`config.mk`:
```
export PLATFORM = sky130hd
export DESIGN_NAME = dbus_mmio
export DESIGN_NICKNAME = d
export VERILOG_FILES = /design/src/rtl/mmio_pkg.sv /design/src/rtl/mmio_timer.sv /design/src/rtl/dbus_mmio.sv
export SDC_FILE = /design/constraint.sdc
export NUM_CORES = 1
export LEC_CHECK = 0
export ABC_CLOCK_PERIOD_IN_PS = 2600
export BUFFER_PORTS_ARGS = -buffer_cell sky130_fd_sc_hd__buf_2
export CORE_AREA = 2 2 159 161
export CTS_CLUSTER_SIZE = 8
export DETAILED_ROUTE_END_ITERATION = 10
export DIE_AREA = 0 0 161 163
export GPL_ROUTABILITY_DRIVEN = 0
export HOLD_SLACK_MARGIN = 0.05
export MAX_ROUTING_LAYER = met4
export PLACE_DENSITY = 0.72
export RECOVER_POWER = 50
export SLEW_MARGIN = 30
export SYNTH_ARGS = -nofsm -noshare
export SYNTH_HDL_FRONTEND = slang
export SYNTH_SLANG_ARGS = --single-unit
```
`constraint.sdc`:
```
create_clock -name clock_50 -period 2.6 [get_ports clock_50]
set_input_delay 0.78 -clock clock_50 [delete_from_list [all_inputs] [get_ports clock_50]]
set_output_delay 0.78 -clock clock_50 [all_outputs]
set_load 0.01 [all_outputs]
```
`src/rtl/mmio_pkg.sv`:
```
// Shared definitions for the data-bus interconnect: MMIO register map,
// target select encoding and the byte-strobe merge helper.
package mmio_pkg;

  localparam int unsigned MMIO_SEL_BIT = 31;
  localparam int unsigned OFF_W        = 6;
  localparam int unsigned HEX_W        = 7;
  localparam int unsigned LED_W        = 10;
  localparam int unsigned SW_W         = 10;
  localparam int unsigned KEY_W        = 4;

  // Word offsets, i.e. d_address[7:2] (byte offset / 4)
  localparam logic [OFF_W-1:0] OFF_LED    = 6'h00;
  localparam logic [OFF_W-1:0] OFF_HEX03  = 6'h01;
  localparam logic [OFF_W-1:0] OFF_HEX45  = 6'h02;
  localparam logic [OFF_W-1:0] OFF_SW     = 6'h03;
  localparam logic [OFF_W-1:0] OFF_KEY    = 6'h04;
  localparam logic [OFF_W-1:0] OFF_TCOUNT = 6'h05;
  localparam logic [OFF_W-1:0] OFF_TCMP   = 6'h06;
  localparam logic [OFF_W-1:0] OFF_TSTAT  = 6'h07;

  localparam logic [HEX_W-1:0] HEX_BLANK = 7'h7F;

  typedef enum logic {TGT_RAM = 1'b0, TGT_MMIO = 1'b1} tgt_t;

  // Replace the strobed bytes of cur with the matching bytes of wdata
  function automatic logic [31:0] merge_bytes(input logic [31:0] cur,
                                              input logic [31:0] wdata,
                                              input logic [3:0]  wstrb);
    logic [31:0] res;
    res = cur;
    for (int i = 0; i < 4; i++) begin
      if (wstrb[i]) res[8*i +: 8] = wdata[8*i +: 8];
    end
    return res;
  endfunction

endpackage

```
`src/rtl/mmio_timer.sv`:
```
// Free-running compare timer: 32-bit counter, compare register and a sticky
// match flag with write-1-to-clear; all bus writes are byte-strobed.
module mmio_timer
  import mmio_pkg::*;
(
  input  logic        clock_50,
  input  logic        reset_n,
  input  logic [31:0] wdata,
  input  logic [3:0]  wstrb,
  input  logic        cnt_we,
  input  logic        cmp_we,
  input  logic        stat_we,
  output logic [31:0] tcount,
  output logic [31:0] tcmp,
  output logic        match
);

  // A counter write replaces the increment; unstrobed bytes hold, not count
  always_ff @(posedge clock_50 or negedge reset_n) begin
    if (!reset_n) begin
      tcount <= '0;
      tcmp   <= '1;
      match  <= 1'b0;
    end else begin
      tcount <= cnt_we ? merge_bytes(tcount, wdata, wstrb) : tcount + 32'd1;
      if (cmp_we) tcmp <= merge_bytes(tcmp, wdata, wstrb);
      if (tcount == tcmp)                        match <= 1'b1;
      else if (stat_we && wstrb[0] && wdata[0])  match <= 1'b0;
    end
  end

endmodule

```
`src/rtl/dbus_mmio.sv`:
```
// Data-bus interconnect: decodes core data accesses to RAM or the MMIO
// register file (LEDs, HEX digits, switches, keys, timer) and muxes responses.
module dbus_mmio
  import mmio_pkg::*;
#(
  parameter int unsigned RAM_ADDR_WIDTH = 10
)
(
  input  logic               clock_50,
  input  logic               reset_n,
  input  logic [31:0]        d_address,
  input  logic [31:0]        d_data_write,
  input  logic               d_write_enable,
  input  logic [3:0]         d_data_wstrb,
  output logic [31:0]        d_data_read,
  output logic               d_data_valid,
  output logic [31:0]        ram_addr,
  output logic [31:0]        ram_wdata,
  output logic               ram_we,
  output logic [3:0]         ram_wstrb,
  input  logic [31:0]        ram_rdata,
  input  logic               ram_rdata_valid,
  input  logic [SW_W-1:0]    sw,
  input  logic [KEY_W-1:0]   key,
  output logic [LED_W-1:0]   ledr,
  output logic [HEX_W-1:0]   hex0,
  output logic [HEX_W-1:0]   hex1,
  output logic [HEX_W-1:0]   hex2,
  output logic [HEX_W-1:0]   hex3,
  output logic [HEX_W-1:0]   hex4,
  output logic [HEX_W-1:0]   hex5
);

  tgt_t             tgt_c;
  tgt_t             tgt_q;
  logic [OFF_W-1:0] off_c;
  logic             mmio_wr_c;
  logic [31:0]      mmio_rdata_c;
  logic [31:0]      mmio_rdata_q;
  logic             resp_live_q;

  logic [SW_W-1:0]  sw_meta, sw_sync;
  logic [KEY_W-1:0] key_meta, key_sync;
  logic [HEX_W-1:0] hex_q [6];

  logic [31:0]      t_count, t_cmp;
  logic             t_match;

  // Decode
  assign tgt_c     = d_address[MMIO_SEL_BIT] ? TGT_MMIO : TGT_RAM;
  assign off_c     = d_address[7:2];
  assign mmio_wr_c = d_write_enable & (tgt_c == TGT_MMIO) & (|d_data_wstrb);

  // RAM pass-through; accesses past the RAM size alias, there is no fault path
  assign ram_addr  = d_address;
  assign ram_wdata = d_data_write;
  assign ram_wstrb = d_data_wstrb;
  assign ram_we    = d_write_enable & (tgt_c == TGT_RAM) & (|d_data_wstrb);

  logic unused_ram_oob;
  assign unused_ram_oob = ({1'b0, d_address[30:0]} >= (32'd4 << RAM_ADDR_WIDTH));

  // Two-flop synchronisers; keys are stored inverted so 1 means pressed
  always_ff @(posedge clock_50 or negedge reset_n) begin
    if (!reset_n) begin
      sw_meta  <= '0;
      sw_sync  <= '0;
      key_meta <= '0;
      key_sync <= '0;
    end else begin
      sw_meta  <= sw;
      sw_sync  <= sw_meta;
      key_meta <= ~key;
      key_sync <= key_meta;
    end
  end

  // LED and HEX registers
  always_ff @(posedge clock_50 or negedge reset_n) begin
    if (!reset_n) begin
      ledr <= '0;
      for (int i = 0; i < 6; i++) hex_q[i] <= HEX_BLANK;
    end else if (mmio_wr_c) begin
      case (off_c)
        OFF_LED: begin
          if (d_data_wstrb[0]) ledr[7:0] <= d_data_write[7:0];
          if (d_data_wstrb[1]) ledr[9:8] <= d_data_write[9:8];
        end
        OFF_HEX03: begin
          for (int i = 0; i < 4; i++)
            if (d_data_wstrb[i]) hex_q[i] <= d_data_write[8*i +: HEX_W];
        end
        OFF_HEX45: begin
          for (int i = 0; i < 2; i++)
            if (d_data_wstrb[i]) hex_q[4+i] <= d_data_write[8*i +: HEX_W];
        end
        default: ;
      endcase
    end
  end

  assign hex0 = hex_q[0];
  assign hex1 = hex_q[1];
  assign hex2 = hex_q[2];
  assign hex3 = hex_q[3];
  assign hex4 = hex_q[4];
  assign hex5 = hex_q[5];

  mmio_timer u_timer (
    .clock_50 (clock_50),
    .reset_n  (reset_n),
    .wdata    (d_data_write),
    .wstrb    (d_data_wstrb),
    .cnt_we   (mmio_wr_c && (off_c == OFF_TCOUNT)),
    .cmp_we   (mmio_wr_c && (off_c == OFF_TCMP)),
    .stat_we  (mmio_wr_c && (off_c == OFF_TSTAT)),
    .tcount   (t_count),
    .tcmp     (t_cmp),
    .match    (t_match)
  );

  // MMIO read mux; unmapped offsets and reserved bits read 0
  always_comb begin
    mmio_rdata_c = '0;
    case (off_c)
      OFF_LED:    mmio_rdata_c = {22'd0, ledr};
      OFF_HEX03:  mmio_rdata_c = {1'b0, hex_q[3], 1'b0, hex_q[2], 1'b0, hex_q[1], 1'b0, hex_q[0]};
      OFF_HEX45:  mmio_rdata_c = {17'd0, hex_q[5], 1'b0, hex_q[4]};
      OFF_SW:     mmio_rdata_c = {22'd0, sw_sync};
      OFF_KEY:    mmio_rdata_c = {28'd0, key_sync};
      OFF_TCOUNT: mmio_rdata_c = t_count;
      OFF_TCMP:   mmio_rdata_c = t_cmp;
      OFF_TSTAT:  mmio_rdata_c = {31'd0, t_match};
      default:    mmio_rdata_c = '0;
    endcase
  end

  // Every cycle is an access; register its target and MMIO data for the response
  always_ff @(posedge clock_50 or negedge reset_n) begin
    if (!reset_n) begin
      resp_live_q  <= 1'b0;
      tgt_q        <= TGT_RAM;
      mmio_rdata_q <= '0;
    end else begin
      resp_live_q  <= 1'b1;
      tgt_q        <= tgt_c;
      mmio_rdata_q <= mmio_rdata_c;
    end
  end

  // Response mux; RAM data and valid pass straight through
  always_comb begin
    d_data_read  = '0;
    d_data_valid = 1'b0;
    if (resp_live_q) begin
      if (tgt_q == TGT_MMIO) begin
        d_data_read  = mmio_rdata_q;
        d_data_valid = 1'b1;
      end else begin
        d_data_read  = ram_rdata;
        d_data_valid = ram_rdata_valid;
      end
    end
  end

endmodule
```
Word-level counts from Yosys, hierarchy flattened
Cells that the tools add are included.
- register bits after elaboration: 179
- latch bits: 0
- RAM bits: 0
- bits in read-only memories: 0
- bits of input ports: 118
- memories kept: 0
- add/subtract/negate cells: 1
- multiply operators: 0
- div/mod/pow operators: 0
- order comparisons: 0
- equal/unequal tests: 12
- shifts and indexed selects: 0
- multiplexer cells: 13
- bitwise logic cells: 6
- reductions and logical operators: 20
- operators by type and width (cell ; count):
    $pmux 32 s8 ; 1
    $mux 32 ; 3
    $add 32x1->32 const B ; 1
    $eq 32x32->1 ; 1
    $mux 8 ; 4
    $eq 6x3->1 const B ; 4
    $reduce_and 3->1 ; 8
    $eq 6x2->1 const B ; 2
    $ne 2x2->1 const B ; 4
    $reduce_and 2->1 ; 4
    $eq 6x1->1 const B ; 1
    $logic_not 6->1 ; 1
    $logic_and 1x1->1 ; 5
    $mux 1 ; 5
    $and 1x1->1 ; 4
    $not 4->4 ; 1
    $reduce_or 4->1 ; 1
    $reduce_bool 2->1 ; 1
    $not 1->1 ; 1

Depth between registers and ports, before layout
- depth in word-level cells: 8
- gate-level depth with buffers: 8
- depth with buffers taken out: 6

By module
From an unflattened synthesis, not the netlist that was laid out.
- cell total of the unflattened synthesis: 817
- area, all modules: 9366.5 sq um
- modules (own cells, without submodules) (module ; instances ; cells an instance ; area an instance (sq um) ; seq. area each (sq um)):
    dbus_mmio ; 1 ; 468 ; 5724.2 ; 2905.3
    mmio_timer ; 1 ; 349 ; 3642.2 ; 1666.6

Worst setup path after synthesis
OpenSTA, ideal clock, no wires.
- path kind: input to register
- start point: input port d_data_wstrb[3]
- end point: register u_timer.tcount[15]
- arrival: 2.423 ns
- required time: 2.468 ns
- path slack: 0.045 ns
- stages: 7
- buffers on the path: 2
- cell sequence: buf_6 -> or4_4 -> and4_1 -> clkbuf_1 -> or4_4 -> nand3_1 -> o211ai_2
- longest elaborated chain between the ends: 4
- RTL lines (element ; line ; RTL):
    from (decl) ; dbus_mmio.sv:14 ; input logic [3:0] d_data_wstrb,
    $reduce_or 4->1 * ; dbus_mmio.sv:52 ; assign mmio_wr_c = d_write_enable & (tgt_c == TGT_MMIO) & (|d_data_wstrb);
    $and 1x1->1 * ; dbus_mmio.sv:52 ;
    $logic_and 1x1->1 * ; dbus_mmio.sv:114 ; .cnt_we (mmio_wr_c && (off_c == OFF_TCOUNT)),
    $ne 2x2->1 (no source line) or $mux 32 (tied branches) ; n/a ;
    to (signal assigned) ; mmio_timer.sv:25 ; tcount <= cnt_we ? merge_bytes(tcount, wdata, wstrb) : tcount + 32'd1;
    to (decl) ; mmio_timer.sv:13 ; output logic [31:0] tcount,
Mark *: on every way between the ends. The rest lies on a longest branch, timed or not.
A chain may end at the register's enable or synchronous reset.

Final worst setup path
- start point: input port d_data_wstrb[1]
- end point: output port ram_we
- longest elaborated chain between the ends: 2
- RTL lines (element ; line ; RTL):
    $reduce_or 4->1 ; dbus_mmio.sv:58 ; assign ram_we = d_write_enable & (tgt_c == TGT_RAM) & (|d_data_wstrb);
    $and 1x1->1 ; dbus_mmio.sv:58 ;
    to (decl) ; dbus_mmio.sv:19 ; output logic ram_we,
No other way between the ends.

==> run_results.csv <==
group,metric,value,unit
yosys,synth_cell_types,62,
global_routing,grt_max_degree,49,
cts,postCtsSetupRepairBufs,0,
layout,drive_gt1_frac,0.450,
sta,hold_viol_final,0,
yosys,yosysSeqAreaShare,0.496,
cts,cts_tree,"done",
cts,worstSkewPairLatency,0.43,ns
detailed_routing,num_vias,7226,
sta,drv_slew,0,
layout,area_growth,19.6,%
yosys,synth_top_area_share,0.285,
sta,relSlewSlack,0.199,
cts,clk_pin_slew,0.06,ns
cts,cts_root_buffer,"clkbuf_16",
die,std_cell_rows,58,
global_routing,antenna_found_initial,2,
setup_path,worstPathCellList,"buf_2 -> or4_4 -> and3b_1 -> buf_2",
yosys,synth_top_cell_by_area,"dfrtp_1",
sta,layout_min_cycle_time,2.58,ns
power_and_ir_drop,vdd_ir_drop_max,0.373,mV
power_and_ir_drop,leakagePower,5.27,nW
placed_design,portBuffers,221,
global_routing,grt_pass1_vias,6873,
setup_path,worst-path-buf-inv,2,
detailed_routing,antenna_left,0,
global_routing,grt_first_pass_wirelength,39.8,mm
setup_path,required,1.82,ns
cts,cts_buffer_depth,2,
cts,cts_made_buffers,17,
setup_path,crit_fanout,3,
hold_path,hold_path_class,"reg -> reg",
yosys,synth.most_common_cell,"dfrtp_1",
die,ios,272,
yosys,ys.flop_type,"dfrtp_1",
sta,setup_viol,0,
setup_path,cp_slowest_cell,"or4_4",
setup_path,cp-start-kind,"input port",
die,start_util,0.374,
layout,fillers,2355,
power_and_ir_drop,p_per_area,600,nW/um^2
yosys,synth.avg_cell_area,11.1,sq um
global_routing,grt_usage,0.203,
yosys,yosys_register_bits,179,
yosys,ys_warn_count,0,
sta,tightest_slew,1.20,ns
detailed_routing,vias_per_cell,5.34,
sta,setup_tns,0,ns
setup_path,crit_top_cell,"buf_2",
die,core,24700,sq um
global_routing,overflow,0,
die,dieHeight,163,um
yosys,synth_nets,950,
setup_path,path_class,"in -> out",
setup_path,critical_path.max_stage_delay,0.54,ns
detailed_routing,firstDrtPassIters,5,
cts,postCtsHoldBufs,0,
yosys,synth_edf_count,0,
detailed_routing,drc,0,
setup_path,r2r_slack,0.36,ns
setup_path,cp_top_family,"simple AND/OR/NAND/NOR gates",
die,die-area,26200,sq um
placed_design,dp_hpwl,19.9,mm
yosys,synth_cells,831,
detailed_routing,wl,26.1,mm
cts,cts_sinks,179,
sta,rsz0062_at_grt,"no",
yosys,yosys-top-cells-area,"dfrtp_1 29%, dfstp_2 21%, mux2_2 10%",
detailed_routing,drt_iter0_drc,651,
run_status,run_status,"completed",
detailed_routing,wl_per_cell,19.3,um
yosys,ys_top_cells_by_count,"105 x dfrtp_1, 85 x mux2_2, 85 x nand2_1, 74 x dfstp_2, 68 x buf_4",
cts,h-tree-depth,4,
cts,cts_resized,0,
yosys,synth_area,9220,sq um
die,die_w,161,um
sta,period_share,0.992,
yosys,async_flop_share,1.00,
layout,fin_nets,1127,
run,cap_violations,0,
setup_path,arrival,1.80,ns
power_and_ir_drop,power,6.61,mW
setup_path,cp-end-kind,"output pin",
sta,fin_skew,0.00784,ns
sta,fmax,388,MHz
## through the flow
stage               hold WS [ns]  area [sq um]  setup slack (ns)   util  instances
floorplan                  0.331          9220            0.0450      -        831
global placement           0.333         10500           -0.0613  0.427       1319
detailed placement         0.335         10500           -0.0809  0.427       1319
CTS                        0.294         11100            0.0122  0.450       1351
global route               0.357         11000         0.0000970  0.447       1353
finish                     0.347         11000            0.0203  0.447       1353
## flip-flops by register name, indices dropped and copies added (netlist names), 10 cells and up
signal and cells:
u_timer.tcount 32, mmio_rdata_q 32, sw_sync 10, ledr 10, sw_meta 10, u_timer.tcmp 32
## path summary, 6_finish.rpt
path	endpoint	cells after the start	from
setup / recovery	ram_we	4	d_data_wstrb[1]
hold / removal	sw_sync[3]	0	sw_meta[3]
setup reg to reg	u_timer.tcount[18]	5	u_timer.tcount[9]
hold reg to reg	sw_sync[3]	0	sw_meta[3]
max in group asynchronous	ledr[6]	2	reset_n
min in group asynchronous	resp_live_q	1	reset_n
## cell usage in the layout (no fill, tap or decap), drive strengths merged, types with 3 or more instances in the layout
cell,n
a211o,4
a211oi,9
a21oi,16
a221o,3
a222oi,16
a22o,3
a22oi,15
a311oi,3
and2,4
and3,16
and4,6
buf,253
clkbuf,49
clkinv,3
clkinvlp,4
dfrtp,105
dfstp,74
inv,12
mux2,85
mux2i,38
mux4,4
nand2,85
nand3,25
nand4,19
nor2,25
nor2b,38
nor3,6
nor4,12
o211ai,9
o21ai,12
or4,5
xor2,33
## report_power, final
group          switching [mW]  total [mW]  internal [mW]
logic                   0.514       0.924          0.409
registers               0.232        3.24           3.01
clock network            1.07        2.45           1.38
## cell families after synthesis
group,Yosys count,share of synthesized area
xor gates and xnor gates,34,0.0323
and+or+nand+nor,249,0.143
buffers and inverters,132,0.0837
other,1,0.000407
muxes,127,0.155
adders and majority gates,1,0.00136
DFF,179,0.496
AOI/OAI and AO/OA,108,0.0889
## area by class of cell
type / count / area [sq um] / area share
Clock buffer: 22 / 464 / 0.0421
Inverter: 10 / 37.5 / 0.00340
Antenna cell: 2 / 5.00 / 0.000454
Timing Repair Buffer: 280 / 1550 / 0.141
Tap cell: 330 / 413 / 0.0375
Multi-Input combinational cell: 520 / 3880 / 0.352
Clock inverter: 10 / 100 / 0.00908
Sequential cell: 179 / 4570 / 0.415
## metal layers
| metal | share of wire | track usage | vias to the layer above |
|---|---|---|---|
| li1 | - | - | 3279 |
| met5 | 0 | - | - |
| met3 | 0.062 | 0.0318 | 60 |
| met4 | 0.027 | 0.0739 | 0 |
| met1 | 0.44 | 0.270 | 3565 |
| met2 | 0.47 | 0.316 | 322 |
No activity file was read; power rests on OpenSTA's default activity.
